===== src/rtl/pc_seq_pkg.sv =====
// Shared types and helpers for the program sequencer: next-PC select codes
// and the stack-level width.
package pc_seq_pkg;

  typedef enum logic [2:0] {
    SEL_HOLD = 3'd0,
    SEL_INC  = 3'd1,
    SEL_JMP  = 3'd2,
    SEL_CALL = 3'd3,
    SEL_RET  = 3'd4
  } sel_e;

  // Bits needed to count 0..depth stack entries inclusive.
  function automatic int unsigned lvl_w(input int unsigned depth);
    return $clog2(depth) + 1;
  endfunction

endpackage


===== src/rtl/ret_stack.sv =====
// Return-address LIFO with level counter; push/pop are ignored when they
// would overflow or underflow.
module ret_stack
  import pc_seq_pkg::*;
#(
  parameter int unsigned AW    = 12,
  parameter int unsigned DEPTH = 8
) (
  input  logic                      clk,
  input  logic                      rst_n,
  input  logic                      push,
  input  logic                      pop,
  input  logic [AW-1:0]             push_data,
  output logic [AW-1:0]             top,
  output logic [lvl_w(DEPTH)-1:0]   level,
  output logic                      full,
  output logic                      empty
);

  localparam int unsigned PW = $clog2(DEPTH);
  localparam int unsigned LW = lvl_w(DEPTH);

  logic [AW-1:0] mem [DEPTH];
  logic [LW-1:0] level_q;
  logic [PW-1:0] wr_idx;
  logic [PW-1:0] rd_idx;
  logic          push_ok;
  logic          pop_ok;

  assign full    = (level_q == LW'(DEPTH));
  assign empty   = (level_q == '0);
  assign pop_ok  = pop & ~empty;
  assign push_ok = push & ~full & ~pop_ok;
  assign wr_idx  = PW'(level_q);
  assign rd_idx  = PW'(level_q - LW'(1));
  assign level   = level_q;
  assign top     = empty ? '0 : mem[rd_idx];

  // Entry storage needs no reset; only slots below level_q are ever read.
  always_ff @(posedge clk) begin
    if (push_ok) mem[wr_idx] <= push_data;
  end

  always_ff @(posedge clk or negedge rst_n) begin
    if (!rst_n) begin
      level_q <= '0;
    end else if (pop_ok) begin
      level_q <= level_q - LW'(1);
    end else if (push_ok) begin
      level_q <= level_q + LW'(1);
    end
  end

endmodule


===== src/rtl/pc_sequencer.sv =====
// Program counter with increment / relative jump / call / return selection
// over a built-in return stack, plus sticky overflow/underflow flags.
module pc_sequencer
  import pc_seq_pkg::*;
#(
  parameter int unsigned   AW        = 12,
  parameter int unsigned   DEPTH     = 8,
  parameter logic [AW-1:0] RESET_VEC = '0
) (
  input  logic                    clk,
  input  logic                    rst_n,
  input  logic                    en,
  input  logic                    jump,
  input  logic                    call,
  input  logic                    ret,
  input  logic [AW-1:0]           offset,
  input  logic                    err_clr,
  output logic [AW-1:0]           pc,
  output logic [AW-1:0]           stk_top,
  output logic [lvl_w(DEPTH)-1:0] stk_level,
  output logic                    stk_full,
  output logic                    stk_empty,
  output logic                    err_ovf,
  output logic                    err_unf
);

  sel_e          sel_c;
  logic [AW-1:0] pc_q;
  logic [AW-1:0] pc_inc_c;
  logic [AW-1:0] pc_tgt_c;
  logic [AW-1:0] pc_nxt_c;
  logic          set_ovf_c;
  logic          set_unf_c;
  logic          ovf_q;
  logic          unf_q;

  assign pc_inc_c = pc_q + AW'(1);
  assign pc_tgt_c = pc_q + offset;

  // Priority decode: ret > call > jump > increment; failed ret/call fall back to increment.
  always_comb begin
    sel_c     = SEL_HOLD;
    set_ovf_c = 1'b0;
    set_unf_c = 1'b0;
    if (en) begin
      if (ret) begin
        sel_c     = stk_empty ? SEL_INC : SEL_RET;
        set_unf_c = stk_empty;
      end else if (call) begin
        sel_c     = stk_full ? SEL_INC : SEL_CALL;
        set_ovf_c = stk_full;
      end else if (jump) begin
        sel_c = SEL_JMP;
      end else begin
        sel_c = SEL_INC;
      end
    end
  end

  always_comb begin
    pc_nxt_c = pc_q;
    case (sel_c)
      SEL_INC:  pc_nxt_c = pc_inc_c;
      SEL_JMP:  pc_nxt_c = pc_tgt_c;
      SEL_CALL: pc_nxt_c = pc_tgt_c;
      SEL_RET:  pc_nxt_c = stk_top;
      default:  pc_nxt_c = pc_q;
    endcase
  end

  ret_stack #(
    .AW    (AW),
    .DEPTH (DEPTH)
  ) u_stack (
    .clk       (clk),
    .rst_n     (rst_n),
    .push      (sel_c == SEL_CALL),
    .pop       (sel_c == SEL_RET),
    .push_data (pc_inc_c),
    .top       (stk_top),
    .level     (stk_level),
    .full      (stk_full),
    .empty     (stk_empty)
  );

  // A new error event overrides a simultaneous clear.
  always_ff @(posedge clk or negedge rst_n) begin
    if (!rst_n) begin
      pc_q  <= RESET_VEC;
      ovf_q <= 1'b0;
      unf_q <= 1'b0;
    end else begin
      pc_q <= pc_nxt_c;
      if (set_ovf_c)    ovf_q <= 1'b1;
      else if (err_clr) ovf_q <= 1'b0;
      if (set_unf_c)    unf_q <= 1'b1;
      else if (err_clr) unf_q <= 1'b0;
    end
  end

  assign pc      = pc_q;
  assign err_ovf = ovf_q;
  assign err_unf = unf_q;

endmodule


===== config.mk =====
export PLATFORM = sky130hd
export DESIGN_NAME = pc_sequencer
export DESIGN_NICKNAME = d
export VERILOG_FILES = /design/src/rtl/pc_seq_pkg.sv /design/src/rtl/ret_stack.sv /design/src/rtl/pc_sequencer.sv
export SDC_FILE = /design/constraint.sdc
export NUM_CORES = 1
export LEC_CHECK = 0
export CORE_ASPECT_RATIO = 1.1
export CORE_MARGIN = 2
export CORE_UTILIZATION = 54
export DETAILED_ROUTE_END_ITERATION = 8
export PLACE_DENSITY = 0.76
export SYNTH_ARGS = -nofsm -noshare
export SYNTH_HDL_FRONTEND = slang
export SYNTH_SLANG_ARGS = --single-unit

===== constraint.sdc =====
create_clock -name clk -period 5.59 [get_ports clk]
set_input_delay 1.118 -clock clk [delete_from_list [all_inputs] [get_ports clk]]
set_output_delay 1.118 -clock clk [all_outputs]
set_load 0.05 [all_outputs]

==> impl_metrics.py, run 1 <==
metrics = {
    "timing": {
        "maxSlewHeadroom_pct": 15.5,
        "fin_crit_sh_pct": 84.4,
        "min_period_ns": 4.72,
        "tightestPinTransition_ns": 1.26,
        "rsz0062_at_grt": "no",
        "fin_skew_ns": 0.00733,
        "finalSetupViolCount": 0,
        "hold_violations": 0,
        "drv_slew": 0,
        "setup_tns_ns": 0,
        "fmax_mhz": 212,
    },
    "worst_setup_path": {
        "start_kind": "flip-flop",
        "arrival_ns": 3.60,
        "regToRegSetupSlack_ns": 2.50,
        "worstPathCellList": "inv_1 > ha_1 > buf_4 > mux4_2 > nand2_1 > a21oi_1 > clkdlybuf4s50_1",
        "reg2reg_depth": 7,
        "slowest_delay_ns": 0.87,
        "cp.required_ns": 4.47,
        "r2r-start": "u_stack.level[1]",
        "slowest_stage": "clkdlybuf4s50_1",
        "r2r_end": "u_stack.mem[1][2]",
        "worst-setup-path-type": "reg2out",
        "cp_max_fo": 19,
        "end_kind": "output port",
    },
    "outcome": {
        "status": "complete, no violations",
    },
    "synthesis": {
        "synth_ff_type": "edfxtp_1",
        "synthMuxAreaShare_pct": 10.3,
        "synth_top_family_by_area": "multiplexers",
        "synth.distinct_cells": 49,
        "ys_ff_latch": 114,
        "synth_nets": 408,
        "synth-seq-area-share_pct": 62.4,
        "netlist_instances": 374,
        "synth_area_per_cell_um2": 14.3,
        "synth_adder_area_share_pct": 3.65,
        "synth-simple-area-share_pct": 8.94,
        "synth-xor-area-share_pct": 3.77,
        "synth.yosys.warnings": 0,
        "synth-compound-area-share_pct": 8.59,
        "synth_area_um2": 5340,
        "synthArstFlopShare_pct": 15.8,
        "synth_edf_count": 96,
    },
    "final_layout": {
        "multi_input_area_um2": 1910,
        "layout.nets": 474,
        "antennaDiodeCount": 0,
        "final_cell_mix": "edfxtp_1, clkdlybuf4s50_1, nand2_1",
        "syn2layout_area_growth_pct": 23.0,
        "fill_cells": 648,
        "final_common_cell": "edfxtp_1",
        "post-route-util_pct": 67.4,
        "layout.cells.non_filler": 573,
        "regArea_um2": 3330,
        "drive_above_1_share_pct": 17.0,
    },
    "global_routing": {
        "grt_max_degree": 34,
        "grt.overflow.total": 0,
        "antenna_found_initial": 0,
        "grt_pass1_wl_um": 19500,
        "gr-usage-all-layers_pct": 25.0,
        "first_global_vias": 3519,
    },
    "clock_network": {
        "cts_hold_buf": 0,
        "clkLatencyLatePin_ns": 0.52,
        "postCtsResizedCells": 0,
        "cts_tree": "built",
        "post_cts_buffers": 0,
        "htree_levels": 4,
        "cts_buffers": 17,
        "cts.clk_slew.worst_paths_ns": 0.05,
        "clock_sinks": 114,
        "root_buffer": "clkbuf_8",
        "cts_buffer_depth": 2,
    },
    "detailed_routing": {
        "wl_per_cell_um": 22.3,
        "via_per_inst": 6.25,
        "drc": 0,
        "dr_total_vias": 3583,
        "wirelength_um": 12800,
        "drt_iter0_drc": 528,
        "drtPass1Iterations": 5,
        "ant_nets": 0,
    },
    "hold_path": {
        "hp-class": "reg2reg",
        "hold_path_end": "err_unf",
        "min_from": "err_unf",
        "min_path_cells": 2,
    },
    "flow_run": {
        "max_cap_viol_count": 0,
    },
    "die": {
        "fp.dieH_um": 108,
        "num_io_pins": 51,
        "core-area_um2": 9750,
        "rows": 38,
        "chipWidth_um": 98.9,
        "initial_utilization_pct": 54.8,
        "die-area_um2": 10700,
    },
    "placed_design": {
        "detailed_place_hpwl_um": 8400,
        "dp_cells": 541,
        "portBuffers": 50,
        "gp_congestion": 0.844,
    },
}
==> cell type report <==
| cell class | count | share of cell area [%] |
|---|---|---|
| flip-flops and latches | 114 | 50.7 |
| multi-input cells | 234 | 29.1 |
| repair buffers | 63 | 9.10 |
| clock buffers | 20 | 6.47 |
| well taps | 120 | 2.28 |
| clock inverters | 12 | 1.77 |
| inverters | 10 | 0.571 |
==> sequential cells by signal (all words and copies together), names as in the netlist <==
signal and count:
u_stack.level 4, pc 12, err_ovf 1, u_stack.mem 96
err_unf 1
==> routing by layer <==
metal  vias to the layer above  GRT usage [%]  share of wire, %
met2                       219           41.8                51
met5                         -              0                 0
met4                         0           8.61               2.2
li1                       1575              -                 -
met3                        30           5.95               8.3
met1                      1759           32.5                38
==> synth_stat cells, types with 6 or more instances <==
master    number  area, um^2
edfxtp_1      96        2880
nand2_1       43         161
a21oi_1       24         120
mux4_2        24         541
nor2_1        24        90.1
dfrtp_1       18         450
xnor2_1       15         131
ha_1          14         175
inv_1         10        37.5
o21ai_0       10        50.1
nor3_1         9        45.0
xor2_1         8        70.1
a22oi_1        6        45.0
clkbuf_1       6        22.5
nand3_1        6        30.0
==> worst max-delay path by stage <==
stage / from / to / slack (ns) / depth (start not counted)
finish: u_stack.level[1] / stk_top[5] / 0.87 / 7
global route: u_stack.level[1] / stk_top[5] / 0.66 / 7
CTS: u_stack.level[1] / stk_top[5] / 0.85 / 7
floorplan: u_stack.level[0] / stk_top[1] / 1.34 / 8
global placement: u_stack.level[1] / stk_top[5] / 1.49 / 7
detailed placement: u_stack.level[1] / stk_top[5] / 1.42 / 7
==> cells by family after synthesis <==
family	count (synthesis)
AND/OR/NAND/NOR	101
buffers and inverters	26
AO/OA/AOI/OAI	70
adder cells (fa/ha/maj)	15
multiplexers	25
flip-flops	114
XOR/XNOR	23
==> stage by stage <==
| stage | worst slack, ns | hold slack [ns] | cell area [um^2] |
|---|---|---|---|
| 2_1_floorplan | 1.34 | 0.748 | 5340 |
| 3_3_place_gp | 1.49 | 0.527 | 6030 |
| 3_5_place_dp | 1.42 | 0.530 | 6030 |
| 4_1_cts | 0.848 | 0.541 | 6570 |
| 5_1_grt | 0.660 | 0.570 | 6570 |
| 6_report | 0.872 | 0.533 | 6570 |
==> critical path: cells and delay by family, from the launching register on <==
kind / cells / cell delay (ns)
flip-flops: 1 / 0.56
buffers and inverters: 3 / 1.34
adder cells (fa/ha/maj): 1 / 0.51
multiplexers: 1 / 0.27
AND/OR/NAND/NOR: 1 / 0.05
AO/OA/AOI/OAI: 1 / 0.33
Power of run 1 is not shown: default switching activity piles up to over one toggle a cycle in this logic, so the estimate is an artifact.
==> run 2: changes to the inputs <==
- CORE_UTILIZATION: 54 -> 52
- clock period: 5.59 -> 4.3 ns (I/O delays scaled with it)
==> run 2 against run 1 <==
Effect of this change:
- sequential share of layout area decreased by 1.3 points
- register-to-register slack lost 1.1 ns
- via count down 2.2%
- non-clock buffer count is 3 higher
- core utilization is 0.41 points higher
- routed wire length decreased by 4.4%
- clock skew rose by 0.0020 ns
- critical path type unchanged
- critical endpoint is now stk_top[4]
- highest routed layer unchanged
==> impl_metrics.py, run 2 (same netlist as run 1, synthesis figures left out) <==
metrics = {
    "outcome": {
        "status": "complete, no violations",
    },
    "detailed_routing": {
        "drc": 0,
        "via_per_inst": 6.09,
        "wl_per_cell_um": 21.2,
        "wirelength_um": 12200,
        "dr_total_vias": 3505,
        "drtPass1Iterations": 5,
        "drt_iter0_drc": 373,
        "ant_nets": 0,
    },
    "clock_network": {
        "cts_tree": "built",
        "post_cts_buffers": 0,
        "postCtsResizedCells": 0,
        "cts_buffer_depth": 2,
        "htree_levels": 4,
        "cts_buffers": 17,
        "clkLatencyLatePin_ns": 0.51,
        "root_buffer": "clkbuf_8",
        "clock_sinks": 114,
        "cts_hold_buf": 0,
        "cts.clk_slew.worst_paths_ns": 0.06,
    },
    "die": {
        "num_io_pins": 51,
        "fp.dieH_um": 110,
        "core-area_um2": 9940,
        "rows": 38,
        "die-area_um2": 11100,
        "initial_utilization_pct": 53.8,
        "chipWidth_um": 101,
    },
    "timing": {
        "rsz0062_at_grt": "no",
        "min_period_ns": 3.77,
        "finalSetupViolCount": 0,
        "maxSlewHeadroom_pct": 40.5,
        "fin_crit_sh_pct": 87.7,
        "setup_tns_ns": 0,
        "fin_skew_ns": 0.00937,
        "tightestPinTransition_ns": 0.890,
        "fmax_mhz": 265,
        "fin_ws_ns": 0.530,
        "hold_violations": 0,
        "drv_slew": 0,
    },
    "global_routing": {
        "gr-usage-all-layers_pct": 24.0,
        "antenna_found_initial": 0,
        "grt_pass1_wl_um": 19100,
        "first_global_vias": 3575,
        "grt.overflow.total": 0,
        "grt_max_degree": 34,
    },
    "worst_setup_path": {
        "end_kind": "output port",
        "worst-setup-path-type": "reg2out",
        "slowest_stage": "dfrtp_1",
        "worstPathCellList": "inv_1 > ha_1 > buf_4 > mux4_2 > nand2_1 > a21oi_1 > buf_12",
        "crit_family": "buffers and inverters",
        "start_kind": "flip-flop",
        "path_buf_inv": 3,
        "cp_max_fo": 26,
        "arrival_ns": 2.91,
        "cp.required_ns": 3.44,
        "slowest_delay_ns": 0.54,
    },
    "final_layout": {
        "drive_above_1_share_pct": 21.3,
        "final_cell_mix": "edfxtp_1, nand2_1, clkdlybuf4s50_1",
        "layout.nets": 477,
        "largest_reg_flops": 96,
        "finish.instance_area_um2": 6740,
        "largest_register": "u_stack.mem",
        "final_common_cell": "edfxtp_1",
        "antennaDiodeCount": 0,
        "fill_cells": 644,
        "syn2layout_area_growth_pct": 26.2,
    },
    "placed_design": {
        "portBuffers": 50,
        "postPlaceCellArea_um2": 6140,
        "gp_congestion": 0.795,
        "detailed_place_hpwl_um": 8100,
        "preCtsSetupSlack_ns": 1.11,
    },
    "flow_run": {
        "max_cap_viol_count": 0,
    },
    "hold_path": {
        "hp-class": "reg2reg",
    },
}
run 2: changes by cell type in the layout (fill, tap and decap cells not counted):
| cell | change |
|---|---|
| clkinv_1 | -2 |
| bufinv_16 | +2 |
| buf_12 | +9 |
| clkinvlp_4 | +3 |
| clkdlybuf4s50_1 | -12 |
| clkbuf_1 | -3 |
| buf_4 | +6 |
run 2: worst paths after layout:
check                           cells past startpoint  slack (ns)        startpoint               end
worst max-delay path                                7        0.53  u_stack.level[1]        stk_top[4]
worst min-delay path                                2        0.53           err_unf           err_unf
worst max register to register                     10        1.44  u_stack.level[1]  u_stack.level[3]
worst min register to register                      2        0.53           err_unf           err_unf
max in group asynchronous                           1        2.85             rst_n  u_stack.level[0]
min in group asynchronous                           1        0.85             rst_n           err_ovf
run 2: final cells by class:
type                    instances  area, um^2  area share [%]
multi-input cells             234        1910            28.3
clock buffers                  17         414            6.14
repair buffers                 66         703            10.4
clock inverters                15         191            2.84
flip-flops and latches        114        3330            49.5
well taps                     120         150            2.23
inverters                      10        37.5           0.557
run 2: routing by layer:
metal | track usage [%] | vias to the layer above | share of wire, % | wire length [um]
met1 | 31.1 | 1736 | 41 | 4970
li1 | - | 1580 | - | -
met3 | 5.55 | 18 | 6.4 | 776
met4 | 10.3 | 0 | 2.0 | 247
met5 | 0 | - | 0 | 0
met2 | 39.1 | 171 | 51 | 6210
run 2: metrics by stage:
| step | util [%] | hold slack [ns] | instances |
|---|---|---|---|
| 6_report | 67.8 | 0.532 | 576 |
| 3_5_place_dp | 61.7 | 0.522 | 544 |
| 2_1_floorplan | - | 0.564 | 374 |
| 4_1_cts | 67.8 | 0.533 | 576 |
| 5_1_grt | 67.8 | 0.565 | 576 |
| 3_3_place_gp | 61.7 | 0.519 | 544 |
run 2: worst min-delay path, cell delays in order, from the launching register on:
cell and delay [ns]:
dfrtp_1 0.38, inv_1 0.05, o21ai_0 0.06
Power of run 2 is left out for the same reason.
